`config.mk`:
```
export PLATFORM = sky130hd
export DESIGN_NAME = update_lane_merge
export DESIGN_NICKNAME = d
export VERILOG_FILES = /design/src/rtl/update_lane_merge.sv
export SDC_FILE = /design/constraint.sdc
export NUM_CORES = 2
export LEC_CHECK = 0
export BUFFER_PORTS_ARGS = -buffer_cell sky130_fd_sc_hd__clkbuf_2
export CAP_MARGIN = 40
export CORE_MARGIN = 3
export CORE_UTILIZATION = 35
export CTS_CLUSTER_DIAMETER = 200
export DETAILED_ROUTE_END_ITERATION = 12
export GPL_TIMING_DRIVEN = 0
export PLACE_DENSITY = 0.52
export SLEW_MARGIN = 15
export SYNTH_ARGS = -nofsm -noshare
export SYNTH_HDL_FRONTEND = slang
export SYNTH_SLANG_ARGS = --single-unit
```
`constraint.sdc`:
```
create_clock -name clk -period 9.9 [get_ports clk]
set_clock_uncertainty 0.1 [all_clocks]
set_input_delay 0.99 -clock clk [delete_from_list [all_inputs] [get_ports clk]]
set_output_delay 0.99 -clock clk [all_outputs]
set_load 0.01 [all_outputs]
```
`src/rtl/update_lane_merge.sv`:
```
// Packs two bubbly update lanes into one in-order circular buffer
// and presents them as a single valid/ready stream with overflow flag.
module update_lane_merge #(
    parameter int DATA_W = 32,
    parameter int DEPTH  = 16,
    parameter int ADDR_W = 4
) (
    input  logic                clk,
    input  logic                rst,
    input  logic                InputValid_A,
    input  logic                InputValid_B,
    input  logic [DATA_W-1:0]   InDestVid_A,
    input  logic [DATA_W-1:0]   InDestVid_B,
    input  logic [DATA_W-1:0]   InUpdate_A,
    input  logic [DATA_W-1:0]   InUpdate_B,
    output logic                InReady,
    output logic                OutValid,
    input  logic                OutReady,
    output logic [DATA_W-1:0]   OutDestVid,
    output logic [DATA_W-1:0]   OutUpdate,
    output logic [ADDR_W:0]     Count,
    output logic                Overflow
);

    logic [DATA_W-1:0] dest_mem [DEPTH];
    logic [DATA_W-1:0] upd_mem  [DEPTH];

    logic [ADDR_W-1:0] wr_ptr;
    logic [ADDR_W-1:0] rd_ptr;
    logic [ADDR_W:0]   count_q;
    logic              overflow_q;

    logic [ADDR_W:0]   free_slots;
    logic              push_a;
    logic              push_b;
    logic              pop;
    logic [ADDR_W:0]   n_push;
    logic [ADDR_W:0]   n_pop;

    logic              wen0;
    logic              wen1;
    logic [ADDR_W-1:0] waddr0;
    logic [ADDR_W-1:0] waddr1;
    logic [DATA_W-1:0] wdest0;
    logic [DATA_W-1:0] wupd0;

    // Ready needs room for a full two-lane push, so it never looks at valids.
    assign free_slots = (ADDR_W+1)'(DEPTH) - count_q;
    assign InReady    = (free_slots >= (ADDR_W+1)'(2));

    assign push_a = InReady & InputValid_A;
    assign push_b = InReady & InputValid_B;

    assign OutValid = (count_q != '0);
    assign pop      = OutValid & OutReady;

    assign n_push = (ADDR_W+1)'(push_a) + (ADDR_W+1)'(push_b);
    assign n_pop  = (ADDR_W+1)'(pop);

    assign Count    = count_q;
    assign Overflow = overflow_q;

    assign OutDestVid = OutValid ? dest_mem[rd_ptr] : '0;
    assign OutUpdate  = OutValid ? upd_mem[rd_ptr]  : '0;

    // Lane B slides into slot 0 when lane A is idle, leaving no hole.
    always_comb begin
        wen0   = 1'b0;
        wen1   = 1'b0;
        waddr0 = wr_ptr;
        waddr1 = wr_ptr + ADDR_W'(1);
        wdest0 = InDestVid_A;
        wupd0  = InUpdate_A;
        if (push_a) begin
            wen0 = 1'b1;
            wen1 = push_b;
        end else if (push_b) begin
            wen0   = 1'b1;
            wdest0 = InDestVid_B;
            wupd0  = InUpdate_B;
        end
    end

    always_ff @(posedge clk) begin
        if (wen0) begin
            dest_mem[waddr0] <= wdest0;
            upd_mem[waddr0]  <= wupd0;
        end
        if (wen1) begin
            dest_mem[waddr1] <= InDestVid_B;
            upd_mem[waddr1]  <= InUpdate_B;
        end
    end

    always_ff @(posedge clk) begin
        if (rst) begin
            wr_ptr     <= '0;
            rd_ptr     <= '0;
            count_q    <= '0;
            overflow_q <= 1'b0;
        end else begin
            wr_ptr  <= wr_ptr + n_push[ADDR_W-1:0];
            count_q <= count_q + n_push - n_pop;
            if (pop) begin
                rd_ptr <= rd_ptr + ADDR_W'(1);
            end
            if (!InReady && (InputValid_A || InputValid_B)) begin
                overflow_q <= 1'b1;
            end
        end
    end

endmodule

```
Word-level counts from Yosys, hierarchy flattened
Memory sizes are Yosys's and may differ from the RTL's. A register that Yosys moved wholly into a read port is not among the register bits.
Cells that the tools add are included.
W data, S select, Z words.
Storage, ports and cells
  flip-flop bits (word level): 14
  output and inout bits: 72
  RAM bits: 1024
  memories kept: 2
  input port bits: 133
  word-level logic and storage cells: 38
Operators by class
  bitwise logic cells: 3
  $add $sub $neg: 7
  reductions and logical operators: 4
  multiplexer cells: 17
  $lt $le $gt $ge: 1
Memories
  dest_mem: depth 16, width 32, rd ports 1, clocked after memory_dff 1, write ports 2, line 25  | logic [DATA_W-1:0] dest_mem [DEPTH];
  upd_mem: depth 16, width 32, rd ports 1, clocked after memory_dff 1, write ports 2, line 26  | logic [DATA_W-1:0] upd_mem [DEPTH];
Operator list (number)
  $mux W32: 6
  $mux W4: 4
  $add A4 B1 Y4 const B: 2
  $mux W1: 7
  $add A5 B2 Y5: 1
  $ge A5 B2 Y1 const B: 1
  $reduce_bool A5 Y1: 1
  $sub A5 B1 Y5: 1
  $sub A5 B5 Y5 const A: 1
  $add A4 B2 Y4: 1
  $and A1 B1 Y1: 3
  $add A1 B1 Y2: 1
  $logic_and A1 B1 Y1: 1
  $logic_not A1 Y1: 1
  $logic_or A1 B1 Y1: 1

Longest topological paths before layout
  depth in word-level cells: 7
  depth in mapped cells: 18
  mapped depth without buffers: 16

Worst setup path before layout
OpenSTA, ideal clock, no wires.
  path type: register to register
  from: reg count_q[2], in the netlist Count[2]
  to: mem dest_mem[0][0] (enable)
  data required time: 9.216 ns
  path slack: 2.103 ns
  setup time: 0.584 ns
  period minus slack after synthesis: 7.797 ns
  cell stages (with the launch flop): 12
  buffers on the path: 2
  arrival time: 7.113 ns
  cell sequence: dfxtp_1 > inv_1 > ha_1 > and2_1 > ha_1 > o2111ai_2 > buf_4 > buf_6 > nand2_1 > ha_1 > or3_1 > o32ai_1
RTL lines
  from (decl): line 30  | logic [ADDR_W:0] count_q;
  from (signal assigned): line 103  | count_q <= count_q + n_push - n_pop;
  to (decl): line 25

==> run metrics <==
outcome finished, final reports clean; Worst EP arrival ~6 ns; Post-synth ARST share 0; Synthesized Nets 4,132; Ys Warns 0; root buf cell clkbuf_16; Synth Register Bits 1,042; initial antenna violation count 31; DRT iter0 DRCs ~5,000; max cap viols 0; first-pass GRT wire length between 300 and 400 mm; H-tree depth 3; DRC 0; CP max FO 11; setup TNS 0 ns; worst slew pin tran 0.965 ns; post-CTS setup buffer count 0; final worst-path cycle share 0.556; Yosys cell types 43; worst hold path endpoint Overflow; cts bufs inserted 118; clock latency at the later pin of the worst-skew pair 0.76 ns; share of layout cells above drive strength 1 0.163; routed len/inst 34.7 microns; clk sinks 1,042; Layout Nets 4,471; Layout Cells excl Fill between 6,000 and 7,000; Syn Inst Count 3,982; vias in the first global route 40,400; GRT busiest layer met2; peak supply drop 0.195 mV; Clock transition at path regs 0.06 ns; DP Wirelength 155 mm; Lkg Pwr 0.0216 uW; area leader, netlist edfxtp_1; Relative slew margins 0.357; FF-to-FF Start Count[2]; RSZ-0062 raised after global routing false; Pwr Total 16,400 uW; post-route ant nets 0; Setup-failing EPs final 0; Hold Path Depth 2; Hold Crit Class reg2reg; register area share after synthesis 0.573; Crit Path Class reg2reg; met1 usage 0.364; Post-synth top flop edfxtp_1; Post-synth EDFFs 1,024; die span in y 400 microns; row count 143; global-route met2 utilization 0.423; f_max 182 MHz; All-Layer GR Usage 0.273; largest net degree at the start of global routing 22; Critical R2R Capture upd_mem[5][20]; worst reg2reg path depth 16; RePlAce Congestion 0.834; Crit path required time 10.41 ns; clock buffer depth 3; Hold Fails Final Rpt 0; core box area 153,000 sq um; hold buffers post-CTS 0; IO Port Bufs 76; Inst Count DP between 6,000 and 7,000; final hold slack 0.384 ns; Congestion Overflow GR 0; DRT Wirelength 224 mm; io pins roughly 210; Area growth, synth to finish 16.8%; detailed-route via count around 42,000; Mean Syn Cell Area 13.6 sq um; initial core utilization 0.355; startpoint type of the worst setup path flop; Die X-Extent 400 microns; CTS resizes 0; TritonCTS clock tree done; pins over their slew limit 0; R2R Setup Slk 4.40 ns; routing usage on met3 0.0638; top post-synthesis cells by area edfxtp_1 57%, a221o_1 19%, mux2i_1 9.5%, a22oi_1 3.5%, clkbuf_1 2.6%; drt pass-1 iters 6; Tmin final 5.50 ns; Worst Setup End Kind flop; HP Start Overflow; cell area after synthesis 54,300 sq um; Yosys top cell area share 0.566; via/cell ratio 6.52; PwrDens 258 nW/um^2; die area 160,000 sq um
==> critical path, cell delays in order, from the launching register on <==
cell,delay (ns)
dfxtp_1,0.46
inv_1,0.11
ha_1,0.21
and2_1,0.15
ha_1,0.28
o2111ai_2,0.15
buf_4,0.47
buf_6,0.31
nand2_1,0.18
inv_1,0.09
ha_1,0.35
nand3b_1,0.30
nor3_1,0.46
clkbuf_2,0.44
buf_16,0.23
clkbuf_1,0.72
a221o_1,0.31
==> worst max-delay path by stage <==
stage | from | end | slack (ns) | depth (start not counted)
2_1_floorplan | Count[2] | dest_mem[0][0] | 2.10 | 11
3_3_place_gp | Count[2] | dest_mem[0][22] | -5.53 | 11
3_5_place_dp | Count[2] | upd_mem[13][19] | 4.34 | 15
4_1_cts | Count[2] | upd_mem[13][19] | 4.32 | 15
5_1_grt | Count[2] | upd_mem[5][20] | 4.28 | 16
6_report | Count[2] | upd_mem[5][20] | 4.40 | 16
==> cells by family (layout without fill, tap and decap cells) <==
group / after synthesis / after routing / share of synthesized area
other: 0 / 31 / 0
adder cells (fa/ha/maj): 17 / 17 / 0.00419
multiplexers: 514 / 514 / 0.0948
buffers and inverters: 758 / 1189 / 0.0657
flip-flops: 1042 / 1042 / 0.573
AO/OA/AOI/OAI: 1373 / 1373 / 0.236
AND/OR/NAND/NOR: 269 / 269 / 0.0246
XOR/XNOR: 9 / 9 / 0.00145
==> state kept, by name, summed over array words and instances, names as in the netlist, named ones only <==
name,count
Overflow,1
upd_mem,512
rd_ptr,4
waddr0,4
Count,5
dest_mem,512
==> cell usage after synthesis, types with 2 or more instances <==
library cell and count:
nor2_1 37, xor2_1 5, fa_1 2, buf_4 21, a21oi_1 5, o21ai_0 65
mux2i_1 513, nand3_1 66, and3_1 64, clkbuf_2 4, xnor2_1 4, or3_1 2
nand2b_1 4, a21oi_2 3, inv_1 17, edfxtp_1 1024, dfxtp_1 18, clkbuf_1 373
buf_1 81, buf_6 47, a21oi_4 13, buf_2 214, nand3b_1 2, a221o_1 1024
and2_1 2, nor3_1 7, nand2_1 72, ha_1 15, a22oi_1 256, nor2b_1 9
==> stage by stage <==
step / setup slack (ns) / area, sq um / utilization
after global routing: 4.28 / 63400 / 0.414
final: 4.40 / 63400 / 0.415
after global placement: -5.53 / 57200 / 0.374
after detailed placement: 4.34 / 59600 / 0.390
after CTS: 4.32 / 63300 / 0.413
after floorplan: 2.10 / 54300 / -
==> layout make-up <==
class | count | area [sq um]
fillers | 14200 | 89600
clock inverters | 62 | 542
diodes | 31 | 77.6
clock buffers | 150 | 3090
inverters | 17 | 63.8
well taps | 2030 | 2540
flip-flops and latches | 1042 | 31100
repair buffers | 219 | 2710
multi-input cells | 2182 | 19800
plain buffers | 741 | 3520
==> where the power goes <==
group / internal (uW) / leakage (uW) / switching [uW] / total, uW
sequential: 5660 / 0.00948 / 124 / 5780
clock: 2420 / 0.00179 / 1870 / 4290
combinational: 2270 / 0.0103 / 4050 / 6310
total: 10400 / 0.0216 / 6040 / 16400
==> layout by cell type (no fill, tap or decap), types with 5 or more instances in the layout <==
cell | netlist | routed
dfxtp_1 | 18 | 18
buf_16 | 0 | 33
diode_2 | 0 | 31
a221o_1 | 1024 | 1024
clkinv_1 | 0 | 24
buf_8 | 0 | 20
clkbuf_16 | 0 | 119
nand2_1 | 72 | 71
clkinv_2 | 0 | 22
clkbuf_2 | 4 | 98
a21oi_1 | 5 | 5
a22oi_1 | 256 | 256
edfxtp_1 | 1024 | 1024
nand3_1 | 66 | 66
nor2_1 | 37 | 26
inv_1 | 17 | 17
buf_12 | 1 | 27
ha_1 | 15 | 15
bufinv_16 | 0 | 9
buf_2 | 214 | 218
and3_1 | 64 | 64
buf_1 | 81 | 81
a21oi_4 | 13 | 15
buf_6 | 47 | 82
buf_4 | 21 | 46
xor2_1 | 5 | 5
o21ai_0 | 65 | 65
clkbuf_1 | 373 | 386
nor2_4 | 0 | 11
nor2b_1 | 9 | 8
mux2i_1 | 513 | 513
==> per-layer routing <==
| layer | part of all wire | up-vias |
|---|---|---|
| met2 | 0.45 | 2559 |
| met1 | 0.41 | 21600 |
| met3 | 0.098 | 519 |
| li1 | - | 17500 |
| met4 | 0.043 | 10 |
| met5 | 0.00041 | - |
No activity file was read; power rests on OpenSTA's default activity.
